## src/rtl/reg_file_pkg.sv

```systemverilog
// Shared widths, the hardwired-zero index and the register word type for reg_file.
package reg_file_pkg;

  localparam int N_BITS    = 32;
  localparam int ADDR_BITS = 5;
  localparam int ZERO_REG  = 0;

  typedef logic [N_BITS-1:0] reg_word_t;

endpackage

```

## src/rtl/reg_file_read_port.sv

```systemverilog
// One combinational read port: index mux, $zero masking, write bypass under REGFILE_BYPASS_EN.
// Zero-cycle latency, no flow control.
module reg_file_read_port
  import reg_file_pkg::*;
#(
  parameter int n = N_BITS,
  parameter int r = ADDR_BITS
) (
  input  logic [2**r-1:0][n-1:0] regs,
  input  logic [r-1:0]           addr,
  input  logic [r-1:0]           write_addr,
  input  logic [n-1:0]           write_data,
  input  logic                   write_en,
  output logic [n-1:0]           data
);

  logic addr_is_zero;
  assign addr_is_zero = (addr == r'(ZERO_REG));

`ifdef REGFILE_BYPASS_EN
  // A nonzero read address implies a nonzero write address whenever they match.
  logic bypass_hit;
  assign bypass_hit = write_en && (addr == write_addr);

  always_comb begin
    data = regs[addr];
    if (addr_is_zero) begin
      data = '0;
    end else if (bypass_hit) begin
      data = write_data;
    end
  end
`else
  logic unused_write_side;
  assign unused_write_side = ^{write_addr, write_data, write_en};

  always_comb begin
    data = regs[addr];
    if (addr_is_zero) begin
      data = '0;
    end
  end
`endif

endmodule

```

## src/rtl/reg_file.sv

```systemverilog
// 2**r x n register file, two async reads, one sync write, $zero hardwired; reads have zero latency.
// Define REGFILE_BYPASS_EN to forward write_data to a matching read port before the edge.
module reg_file
  import reg_file_pkg::*;
#(
  parameter int n = N_BITS,
  parameter int r = ADDR_BITS
) (
  input  logic         clk,
  input  logic         rst,
  input  logic [r-1:0] read_addr1,
  input  logic [r-1:0] read_addr2,
  input  logic [r-1:0] write_addr,
  input  logic [n-1:0] write_data,
  input  logic         write_en,
  output logic [n-1:0] read_data1,
  output logic [n-1:0] read_data2
);

  logic [2**r-1:0][n-1:0] regs;
  logic                   write_ok;

  assign write_ok = write_en && (write_addr != r'(ZERO_REG));

  // Register 0 is never written, so it stays at its reset value of zero.
  always_ff @(posedge clk or negedge rst) begin
    if (!rst) begin
      regs <= '0;
    end else if (write_ok) begin
      regs[write_addr] <= write_data;
    end
  end

  reg_file_read_port #(.n(n), .r(r)) u_port1 (
    .regs       (regs),
    .addr       (read_addr1),
    .write_addr (write_addr),
    .write_data (write_data),
    .write_en   (write_en),
    .data       (read_data1)
  );

  reg_file_read_port #(.n(n), .r(r)) u_port2 (
    .regs       (regs),
    .addr       (read_addr2),
    .write_addr (write_addr),
    .write_data (write_data),
    .write_en   (write_en),
    .data       (read_data2)
  );

endmodule

```

## config.mk

```make
export PLATFORM = sky130hd
export DESIGN_NAME = reg_file
export DESIGN_NICKNAME = d
export VERILOG_FILES = /design/src/rtl/reg_file_pkg.sv /design/src/rtl/reg_file_read_port.sv /design/src/rtl/reg_file.sv
export SDC_FILE = /design/constraint.sdc
export NUM_CORES = 2
export LEC_CHECK = 0
export BUFFER_PORTS_ARGS = -buffer_cell sky130_fd_sc_hd__buf_4
export CORE_ASPECT_RATIO = 1.1
export CORE_UTILIZATION = 45
export DETAILED_ROUTE_END_ITERATION = 6
export SYNTH_ARGS = -nofsm -noshare
export SYNTH_HDL_FRONTEND = slang
export SYNTH_SLANG_ARGS = --single-unit
```

## constraint.sdc

```tcl
create_clock -name clk -period 2.65 [get_ports clk]
set_input_delay 0.3975 -clock clk [delete_from_list [all_inputs] [get_ports clk]]
set_output_delay 0.3975 -clock clk [all_outputs]
set_load 0.02 [all_outputs]
```

# Word level (Yosys, flattened, before mapping)
# Index checks and enable logic that the tools add are counted.
[word_totals]
out_inout_bits = 64
register_bits = 1024
[op_classes]
muxes = 9
order_cmp = 4
n_reduce_logical = 5
[op_table]
columns = ["operator", "count"]
rows = [
  ["1024-bit bitwise mux", 1],
  ["32-bit binary-select mux with 5-bit select", 2],
  ["32-bit demux with 5-bit select", 1],
  ["32-bit two-way mux", 5],
  ["5-bit by 6-bit < comparator with 1-bit output, second input constant", 3],
  ["5-bit zero test", 2],
  ["5-bit by 1-bit >= comparator with 1-bit output, second input constant", 1],
  ["5-bit nonzero test", 1],
  ["1-bit logical AND", 2],
]

# Depth between registers and ports, before layout
[depth]
depth_word = 5
mapped_depth = 9

# Hierarchy
# From an unflattened synthesis, not the netlist that was laid out.
[unflattened]
cells_unflattened = 3615
area_unflattened_um2 = 54808.8
[by_module_without_submodules]
columns = ["mod", "cells_each", "area_per_inst_um2", "instances"]
rows = [
  ["reg_file", 2287, 38072.8, 1],
  ["reg_file_read_port", 664, 8368.0, 2],
]

# Worst setup path before layout
# OpenSTA, ideal clock, no wires.
[synth_path]
path_kind = "input to output"
from = "input port read_addr1[1]"
to = "output port read_data1[13]"
slack_ns = 0.148
path_buffers = 3
arrival_ns = 2.104
required_ns = 2.253
stages = 7
path_cell_list = "buf_4 buf_4 nor2b_1 clkbuf_1 a221oi_1 o21ai_0 a311oi_1"
[synth_via]
elab_chain_cells = 3
[synth_rtl]
columns = ["item", "line_no", "rtl"]
rows = [
  ["start, declared", "reg_file.sv:11", "input logic [r-1:0] read_addr1,"],
  ["32-bit binary-select mux with 5-bit select", "reg_file_read_port.sv:38", "data = regs[addr];"],
  ["32-bit two-way mux (not written as such)", "reg_file_read_port.sv:38", ""],
  ["32-bit two-way mux *", "reg_file_read_port.sv:39", "if (addr_is_zero) begin"],
  ["end, declared", "reg_file.sv:16", "output logic [n-1:0] read_data1,"],
]
# Every way passes the cells marked *; elsewhere a longest branch is shown, timed or not. The select of a mux whose other input is x is not followed.

# Final worst setup path
[layout_path]
from = "register regs[487] (netlist name)"
to = "output port read_data2[7]"
[layout_via]
elab_chain_cells = 3
[layout_rtl]
columns = ["item", "line_no", "rtl"]
rows = [
  ["start, declared", "reg_file.sv:20", "logic [2**r-1:0][n-1:0] regs;"],
  ["start signal, assigned by index", "reg_file.sv:30", "regs[write_addr] <= write_data;"],
  ["32-bit binary-select mux with 5-bit select", "reg_file_read_port.sv:38", ""],
  ["32-bit two-way mux (not written as such)", "reg_file_read_port.sv:38", ""],
  ["32-bit two-way mux", "reg_file_read_port.sv:39", ""],
  ["end, declared", "reg_file.sv:17", "output logic [n-1:0] read_data2"],
]
# No other way between the ends. The select of a mux whose other input is x is not followed.

==> summary.md <==
| Metric | Value |
|---|---|
| Clock network fraction of design power | 0.335 |
| Worst-Skew Late Latency | roughly 0.72 ns |
| First-pass DRT Iterations | 7 |
| Actual slew at the worst max-slew pin | just under 1 ns |
| Core area | approximately 120000 um^2 |
| Power Internal | roughly 34 mW |
| H-tree depth | 3 |
| MaxCap Viol Count | 0 |
| CP arrival | between 2 and 2.5 ns |
| Clock sinks | slightly above 1000 |
| Compound-gate portion of the synthesized area | 0.04579 |
| Layout cells sized above 1 | 0.6040 |
| Xor-xnor portion of the synthesized cell area | 0 |
| Worst Setup Path Type | flip-flop to output port |
| Post-Synth Simple-Gate Area | 0.01179 |
| Filler cells | about 9400 |
| Initial core utilization | 0.4540 |
| Mapped Nets | ~3600 |
| M3 GR Usage | 0.06598 |
| Sequential-to-total area share from yosys stat | 0.4718 |
| I/O pin cnt | ~110 |
| Startpoint types | flip-flop |
| Grt total ovfl | 0 |
| Status | finished with violations |
| EDFF count, synth | 0 |
| Initial antenna violation count | 6 |
| HPWL Detailed | between 100 and 150 mm |
| Psw | between 10 and 15 mW |
| Leak | between 20 and 30 nW |
| Req. time, crit path | 2.25 ns |
| Yosys synthesis warning count | 0 |
| Setup slack, reg-to-reg | ~1.6 ns |
| CP max FO | 3 |
| Area leader, netlist | dfrtp_1 |
| Routed Antenna Nets | 0 |
| Initial DRC Count | approximately 3700 |
| CTS Root Cell | clkbuf_16 |
| Final design utilization | 0.5419 |
| Fin nets | 3815 |
| Most flop-heavy register | regs |
| Max Root-Sink Buffers | 3 |
| Number of flip-flops in the largest register | about 1000 |
| Die H | roughly 370 um |
| Adder-cell share of the synthesized area | 0 |
| Sequential fraction of design power | 0.440 |
| First-pass GRT wire length | around 280 mm |
| Skew final | 0 ns |
| Gr busiest metal | met2 |
| Most common cell after layout, fill and taps aside | dfrtp_1 |
| Comb pwr share | 0.225 |
| Post-synth ARST share | 1.000 |
| Slew Viols, Final | 0 |
| Leading registers by flop count | regs: 1024 flops |
| Full die area | 122100 um^2 |
| Commonest non-fill, non-tap cells in the layout | dfrtp_1 (1024), mux2_2 (1003), mux4_2 (448), buf_4 (315), mux2i_1 (177) |
| Total Routing Usage GR | 0.3180 |
| Share of the synthesized area in the top cell type | 0.4718 |
| Synth top area cells | dfrtp_1 (47%), mux2_2 (21%), mux4_2 (19%) |
| TritonCTS Buffers | 110 |
| Via count | approximately 37000 |
| IO buf count | approximately 110 |
| CTS tree | done |
| Syn Area/Cell | roughly 15 um^2 |
| Worst Hold Class | input port to async pin |
| Grt met1 use | 0.4449 |
| Worst-path clk slew | around 0.06 ns |
| Cell row count | 133 |
| DRC viols | 0 |
| Top achievable clock speed | between 300 and 400 MHz |
| Met2 usage | 0.4812 |
| RSZ-0062 raised after global routing | true |
| Finish-stage setup viols | a little over 60 |
| Proportion of synthesized area in mux cells | 0.4334 |
| Post-Syn Area | about 54000 um^2 |
| Worst VDD drop | 0.5011 mV |
| Largest net degree at the start of global routing | 105 |
| Final min period | roughly 2.9 ns |
| Main combinational cell family by area after synthesis | multiplexers |
| Cells after synthesis | roughly 3600 |
| Failing checks | setup timing |
| Number of hold violations in the final report | 0 |
| Area growth from synthesis to layout | 19.37% |
| Worst Slack Setup Final | -0.2085 ns |
| Routed via count divided by cell count | between 6 and 7 |
| Switching share of power | 0.2800 |
| Routed Wire Length | around 190 mm |
| Hold Slack | between 0.15 and 0.2 ns |
| Top_reg_cell synth | dfrtp_1 |
| Synth Register Bits | between 1000 and 1500 |
| Vias in the first global route | approximately 38000 |
| Crit. End Element | output port |
| Chip Width | roughly 330 um |
| Number of distinct library cells after synthesis | 36 |
| GP Congestion | ~0.87 |
| Final setup TNS | -6.349 ns |
| Period utilisation layout | 1.079 |
| Routed len/inst | around 36 um |
| Pwr dens | about 740 nW/um^2 |
| Relative slew slack | 0.3522 |
[power groups by stage]
stage / combinational, mW / clock [mW] / sequential, mW
detailed placement: 10.0 / 0 / 21.1
CTS: 10.5 / 16.2 / 20.9
finish: 10.7 / 16.0 / 21.0
global placement: 9.69 / 0 / 20.8
floorplan: 7.13 / 0 / 20.2
global route: 11.3 / 16.9 / 21.3
[logic make-up after synthesis]
logic type	count (synthesis)
mux	1664
flops	1024
buf+inv	425
compound gates	337
simple gates	128
[synthesized netlist by cell type, types with 46 or more instances]
| cell | number |
|---|---|
| dfrtp_1 | 1024 |
| mux2_2 | 1024 |
| mux4_2 | 448 |
| clkbuf_1 | 225 |
| mux2i_1 | 192 |
| buf_2 | 89 |
| a22oi_1 | 64 |
| o21ai_0 | 56 |
| a221oi_1 | 49 |
| buf_4 | 48 |
| buf_1 | 47 |
| nand2_1 | 46 |
[stage by stage]
step | power (mW) | worst slack [ns] | instances | area, um^2
final | 47.69 | -0.2085 | 5405 | 64840
after global routing | 49.46 | -0.2621 | 5403 | 64830
after CTS | 47.53 | -0.2551 | 5388 | 64320
after detailed placement | 31.16 | -0.3089 | 5193 | 59810
after global placement | 30.50 | -0.3187 | 5193 | 59810
after floorplan | 27.33 | 0.1481 | 3578 | 54320
[routing by layer]
| layer | vias up | share of wire |
|---|---|---|
| met1 | 20200 | 0.41 |
| met2 | 1910 | 0.46 |
| met3 | 449 | 0.086 |
| met5 | - | 0.00018 |
| li1 | 14310 | - |
| met4 | 6 | 0.045 |
[area by class of cell]
cell class	count	area [um^2]	share of cell area
antenna	5	12.51	0.0001930
clock buffer	161	3238	0.04994
clock inverter	34	444.2	0.006851
inverter	2	11.26	0.0001737
multi-input combinational	2129	27950	0.4311
sequential	1024	25620	0.3952
tap	1552	1942	0.02995
timing repair buffer	498	5612	0.08655
[what timing repair did]
item	in CTS	in global routing
endpoints found under the setup margin	63	64
gates cloned	0	0
buffers inserted	19	13
hold buffers	1	0
pin swaps	52	46
resized for setup	204	78
hold endpoints to repair	648	0
[path summary, 6_finish.rpt]
path / start / to / depth (start not counted)
hold / removal: rst / regs[413] / 2
hold reg to reg: regs[21] / regs[21] / 0
setup reg to reg: regs[225] / regs[225] / 3
setup / recovery: regs[487] / read_data2[7] / 6
min in group clk: write_data[11] / regs[299] / 2
max in group asynchronous: rst / regs[872] / 4
[critical path, stage by stage, from the launching register on]
cell and delay [ns]:
dfrtp_1 0.40, mux4_2 0.48, mux2i_2 0.20, a221o_1 0.22, a31oi_1 0.06, buf_4 0.22, buf_6 0.14
Power figures use the tool's default switching activity.
